$ cat src/rtl/uart_frame_parser.sv
// UART command frame parser: HEADER CMD LEN PAYLOAD[LEN] CHK.
// Drives the receiver byte handshake and holds a checked frame until acked.
module uart_frame_parser #(
  parameter logic [7:0] HEADER      = 8'h55,
  parameter int         MAX_LEN     = 16,
  parameter int         LEN_W       = 5,
  parameter int         ADDR_W      = 4,
  parameter int         TIMEOUT_CYC = 520800,
  parameter int         TO_W        = 20
) (
  input  logic              sys_clk,
  input  logic              sys_rst_n,
  input  logic [7:0]        rx_data,
  input  logic              flag_rxne,
  output logic              read_done,
  output logic              frame_valid,
  output logic [7:0]        frame_cmd,
  output logic [LEN_W-1:0]  frame_len,
  input  logic [ADDR_W-1:0] pay_addr,
  output logic [7:0]        pay_data,
  input  logic              frame_ack,
  output logic              err_chk,
  output logic              err_len,
  output logic              err_timeout
);

  typedef enum logic [2:0] {
    S_IDLE,
    S_CMD,
    S_LEN,
    S_PAY,
    S_CHK,
    S_DONE
  } state_t;

  state_t             r_state;
  logic               r_armed;
  logic               r_read_done;
  logic [7:0]         r_cmd;
  logic [7:0]         r_sum;
  logic [LEN_W-1:0]   r_len;
  logic [ADDR_W-1:0]  r_idx;
  logic [TO_W-1:0]    r_to_cnt;
  logic [7:0]         r_frame_cmd;
  logic [LEN_W-1:0]   r_frame_len;
  logic [7:0]         r_pay_data;
  logic               r_err_chk;
  logic               r_err_len;
  logic               r_err_to;
  logic [7:0]         r_buf [2**ADDR_W];

  logic               w_accept;
  logic               w_idx_last;
  logic               w_to_hit;
  logic               w_len_bad;

  assign w_accept   = flag_rxne & r_armed & (r_state != S_DONE);
  assign w_idx_last = (LEN_W'(r_idx) == r_len - LEN_W'(1));
  assign w_to_hit   = (r_to_cnt == TO_W'(TIMEOUT_CYC - 1));
  assign w_len_bad  = (rx_data > 8'(MAX_LEN));

  assign read_done   = r_read_done;
  assign frame_valid = (r_state == S_DONE);
  assign frame_cmd   = r_frame_cmd;
  assign frame_len   = r_frame_len;
  assign pay_data    = r_pay_data;
  assign err_chk     = r_err_chk;
  assign err_len     = r_err_len;
  assign err_timeout = r_err_to;

  // Handshake: one low read_done pulse per byte, re-arm once flag drops
  always_ff @(posedge sys_clk or negedge sys_rst_n) begin
    if (!sys_rst_n) begin
      r_armed     <= 1'b1;
      r_read_done <= 1'b1;
    end else begin
      r_read_done <= ~w_accept;
      if (w_accept)
        r_armed <= 1'b0;
      else if (!flag_rxne)
        r_armed <= 1'b1;
    end
  end

  // Frame FSM with inter-byte timeout and error pulses
  always_ff @(posedge sys_clk or negedge sys_rst_n) begin
    if (!sys_rst_n) begin
      r_state     <= S_IDLE;
      r_cmd       <= '0;
      r_sum       <= '0;
      r_len       <= '0;
      r_idx       <= '0;
      r_to_cnt    <= '0;
      r_frame_cmd <= '0;
      r_frame_len <= '0;
      r_err_chk   <= 1'b0;
      r_err_len   <= 1'b0;
      r_err_to    <= 1'b0;
    end else begin
      r_err_chk <= 1'b0;
      r_err_len <= 1'b0;
      r_err_to  <= 1'b0;
      if (w_accept) begin
        r_to_cnt <= '0;
        case (r_state)
          S_IDLE: begin
            if (rx_data == HEADER)
              r_state <= S_CMD;
          end
          S_CMD: begin
            r_cmd   <= rx_data;
            r_sum   <= rx_data;
            r_state <= S_LEN;
          end
          S_LEN: begin
            if (w_len_bad) begin
              r_err_len <= 1'b1;
              r_state   <= S_IDLE;
            end else begin
              r_len   <= rx_data[LEN_W-1:0];
              r_sum   <= r_sum + rx_data;
              r_idx   <= '0;
              r_state <= (rx_data == 8'd0) ? S_CHK : S_PAY;
            end
          end
          S_PAY: begin
            r_sum <= r_sum + rx_data;
            if (w_idx_last)
              r_state <= S_CHK;
            else
              r_idx <= r_idx + ADDR_W'(1);
          end
          S_CHK: begin
            if (rx_data == r_sum) begin
              r_frame_cmd <= r_cmd;
              r_frame_len <= r_len;
              r_state     <= S_DONE;
            end else begin
              r_err_chk <= 1'b1;
              r_state   <= S_IDLE;
            end
          end
          default: r_state <= S_IDLE;
        endcase
      end else begin
        case (r_state)
          S_CMD, S_LEN, S_PAY, S_CHK: begin
            if (w_to_hit) begin
              r_err_to <= 1'b1;
              r_to_cnt <= '0;
              r_state  <= S_IDLE;
            end else begin
              r_to_cnt <= r_to_cnt + TO_W'(1);
            end
          end
          S_DONE: begin
            r_to_cnt <= '0;
            if (frame_ack)
              r_state <= S_IDLE;
          end
          default: r_to_cnt <= '0;
        endcase
      end
    end
  end

  // Payload store; contents survive reset
  always_ff @(posedge sys_clk) begin
    if (w_accept && r_state == S_PAY)
      r_buf[r_idx] <= rx_data;
  end

  // Registered payload read port
  always_ff @(posedge sys_clk or negedge sys_rst_n) begin
    if (!sys_rst_n)
      r_pay_data <= '0;
    else
      r_pay_data <= r_buf[pay_addr];
  end

endmodule
$ cat config.mk
export PLATFORM = sky130hd
export DESIGN_NAME = uart_frame_parser
export DESIGN_NICKNAME = d
export VERILOG_FILES = /design/src/rtl/uart_frame_parser.sv
export SDC_FILE = /design/constraint.sdc
export NUM_CORES = 1
export LEC_CHECK = 0
export CELL_PAD_IN_SITES_DETAIL_PLACEMENT = 1
export CELL_PAD_IN_SITES_GLOBAL_PLACEMENT = 2
export CORE_ASPECT_RATIO = 1.2
export CORE_UTILIZATION = 40
export CTS_BUF_LIST = sky130_fd_sc_hd__clkbuf_16
export DETAILED_ROUTE_END_ITERATION = 8
export DONT_BUFFER_PORTS = 1
export PLACE_DENSITY = 0.79
export SETUP_SLACK_MARGIN = 0.05
export SYNTH_ARGS = -nofsm -noshare
export SYNTH_HDL_FRONTEND = slang
export SYNTH_SLANG_ARGS = --single-unit
$ cat constraint.sdc
create_clock -name sys_clk -period 5 [get_ports sys_clk]
set_input_delay 1 -clock sys_clk [delete_from_list [all_inputs] [get_ports sys_clk]]
set_output_delay 1 -clock sys_clk [all_outputs]
set_load 0.005 [all_outputs]
==> qor.csv <==
stage,metric,value,unit
run_status,status,completed,
cts,CTS Buffer Depth,3,
floorplanning,die width,136.2,um
floorplanning,Rows,58,
timing,Max Slew Vio Count,0,
place,post-detail-place hpwl,13220,um
route,WL/cell,23.68,um
layout,Ant. Diodes,0,
cts,CTS root buf,clkbuf_16,
route,post-route ant nets,0,
grt,total grt overflow,0,
grt,largest net degree at the start of global routing,75,
critical_path,critical path type,register to register,
logic_synthesis,Yosys reg bits,202,
critical_path,CP required,5110,ps
hold_path,Worst Hold Class,input pin to async pin,
pwr,PD cells,415.7,nW/um^2
floorplanning,Initial Util,40.96,%
layout,Fill cells,2060,
job,Max Cap Violations,0,
cts,setup repair bufs after CTS,0,
route,1st-iter DRT viols,293,
layout,register area,5698,sq um
route,vias per inst,5.664,
floorplanning,die area,22220,sq um
timing,Period minus WS final,3122,ps
timing,Min Hold Slack,203.0,ps
layout,multi-input logic area,2795,sq um
layout,P&R area growth vs syn,11.24,%
logic_synthesis,Unique masters post-synth,60,
grt,vias in the first global route,5215,
place,Final GP Congestion,0.7803,
timing,period utilization,62.44,%
timing,# setup viols final,0,
floorplanning,core area,21120,sq um
cts,Clock Latency Late Sink,490,ps
timing,actual slew at the worst max-slew pin,1098,ps
timing,Slew headroom,26.53,%
logic_synthesis,"EDFF count, synth",128,
timing,RSZ-0062 raised after global routing,false,
timing,Max Clock Freq,320.3,MHz
logic_synthesis,commonest register cell after synthesis,edfxtp_1,
logic_synthesis,Synth top cells by count,"edfxtp_1, dfrtp_1, mux4_2, nor2_1",
route,final WL,20060,um
logic_synthesis,Syn Area/Cell,15.58,sq um
cts,clock-pin slew on the worst setup and hold paths,60,ps
cts,Num CTS Buffers,21,
logic_synthesis,Post-Syn Instances,555,
layout,"Core Util, Final",45.56,%
critical_path,"Data arrival, critical path",3230,ps
floorplanning,io pins,42,
grt,first-pass GRT wire length,31010,um
logic_synthesis,"Seq/Total Area, Yosys",65.88,%
route,vias,4797,
place,dpl cells,810,
place,post-placement setup slack,1624,ps
cts,H-tree Lvls,1,
layout,Total Nets Final,593,
floorplanning,Chip Height,163.1,um
cts,CTS tree,yes,
timing,Post-Route Setup TNS,0,ps
grt,initial antenna violation count,0,
cts,post-CTS resize count,0,
logic_synthesis,Synth top area share,44.44,%
route,drt drc,0,
logic_synthesis,most common cell in the synthesized netlist,edfxtp_1,
logic_synthesis,top cell type by total area after synthesis,edfxtp_1,
timing,Fin. Hold Viols,0,
pwr,Peak supply drop,0.2481,mV
critical_path,crit start category,register,
pwr,Static Leakage,3.397,nW
cts,Post-CTS Hold Buffers,0,
logic_synthesis,largest cells by area after synthesis,"edfxtp_1, dfrtp_1, mux4_2, mux2_2, ha_1",
grt,gr usage total,18.86,%
critical_path,CP max FO,18,
timing,Post-Route Skew,7.579,ps
place,port bufs,0,
critical_path,Worst setup EP type,register,
route,drt pass-1 iters,4,
timing,Final WS setup,1878,ps
logic_synthesis,synthesized net count,585,
layout,share of layout cells above drive strength 1,19.76,%
logic_synthesis,warnings from Yosys,0,
logic_synthesis,Post-Syn Area,8650,sq um
layout,"non-filler cells, final",847,
logic_synthesis,ys async rst share,36.63,%
cts,total clock sinks,202,
-- per-stage QoR --
step                power (mW)  area, sq um
floorplan                2.391         8650
CTS                      4.042         9617
global placement         2.496         8950
detailed placement       2.526         8950
global route             4.168         9622
finish                   4.000         9622
-- final timing paths --
path	startpoint	end	slack [ps]	depth (start not counted)
min in group sys_clk	r_to_cnt[0]	r_to_cnt[0]	500	1
max in group asynchronous	sys_rst_n	read_done	4570	0
hold / removal	sys_rst_n	pay_data[1]	200	0
hold reg to reg	r_to_cnt[0]	r_to_cnt[0]	500	1
setup reg to reg	r_state[1]	r_buf[12][2]	1880	5
setup / recovery	r_state[1]	r_buf[12][2]	1880	5
-- power breakdown --
part / switching [mW] / total (mW) / internal (mW)
sequential: 0.106 / 1.98 / 1.87
clock: 0.641 / 1.51 / 0.874
combinational: 0.266 / 0.508 / 0.242
-- layout by cell type, fill, tap and decap left out, types with 8 or more instances in the layout --
cell,synthesis,layout
mux4_2,40,40
or3_1,8,8
nor3_1,12,11
a21oi_1,17,17
ha_1,13,13
dfrtp_1,72,72
edfxtp_1,128,128
clkbuf_16,0,21
xor2_1,12,12
inv_1,17,18
buf_4,0,8
nand2_1,25,25
nand3_1,14,14
o21ai_0,14,14
nor2_1,40,40
mux2_2,25,25
-- critical path, cell delays in order (launching register included) --
cell	delay [ps]
dfrtp_1	570
nand2b_1	510
nor2_1	400
and2_1	250
nand2_1	140
nor2_1	860
-- cell type report --
class / instances / share of cell area, %
Multi-Input combinational cell: 313 / 29.05
Clock buffer: 21 / 5.462
Timing Repair Buffer: 8 / 0.6242
Inverter: 17 / 0.6632
Sequential cell: 202 / 59.22
Clock inverter: 16 / 1.469
Tap cell: 270 / 3.511
-- registers in the layout, summed over array words and instances, names as in the netlist, 3 cells and up --
signal	cells
r_to_cnt	20
r_sum	8
frame_len	5
r_idx	4
r_buf	128
frame_cmd	8
r_len	5
r_state	3
pay_data	8
r_cmd	8
-- kinds of logic (layout without fill, tap and decap cells) --
kind of cell | Yosys count | after routing | share of synthesized area [%]
adders and majority gates | 14 | 14 | 2.112
AOI/OAI and AO/OA | 65 | 65 | 5.265
and+or+nand+nor | 145 | 145 | 8.708
buffers and inverters | 40 | 62 | 1.866
xor gates and xnor gates | 19 | 19 | 1.924
muxes | 70 | 70 | 14.25
DFF | 202 | 202 | 65.88
-- per-layer routing --
metal / up-vias / wire [um] / GRT usage (%)
li1: 2147 / - / -
met3: 31 / 894 / 3.073
met1: 2523 / 7947 / 22.59
met2: 96 / 10750 / 34.36
met5: - / 0 / 0
met4: 0 / 458 / 5.707
Note: power is estimated with default switching activity, not from simulation.
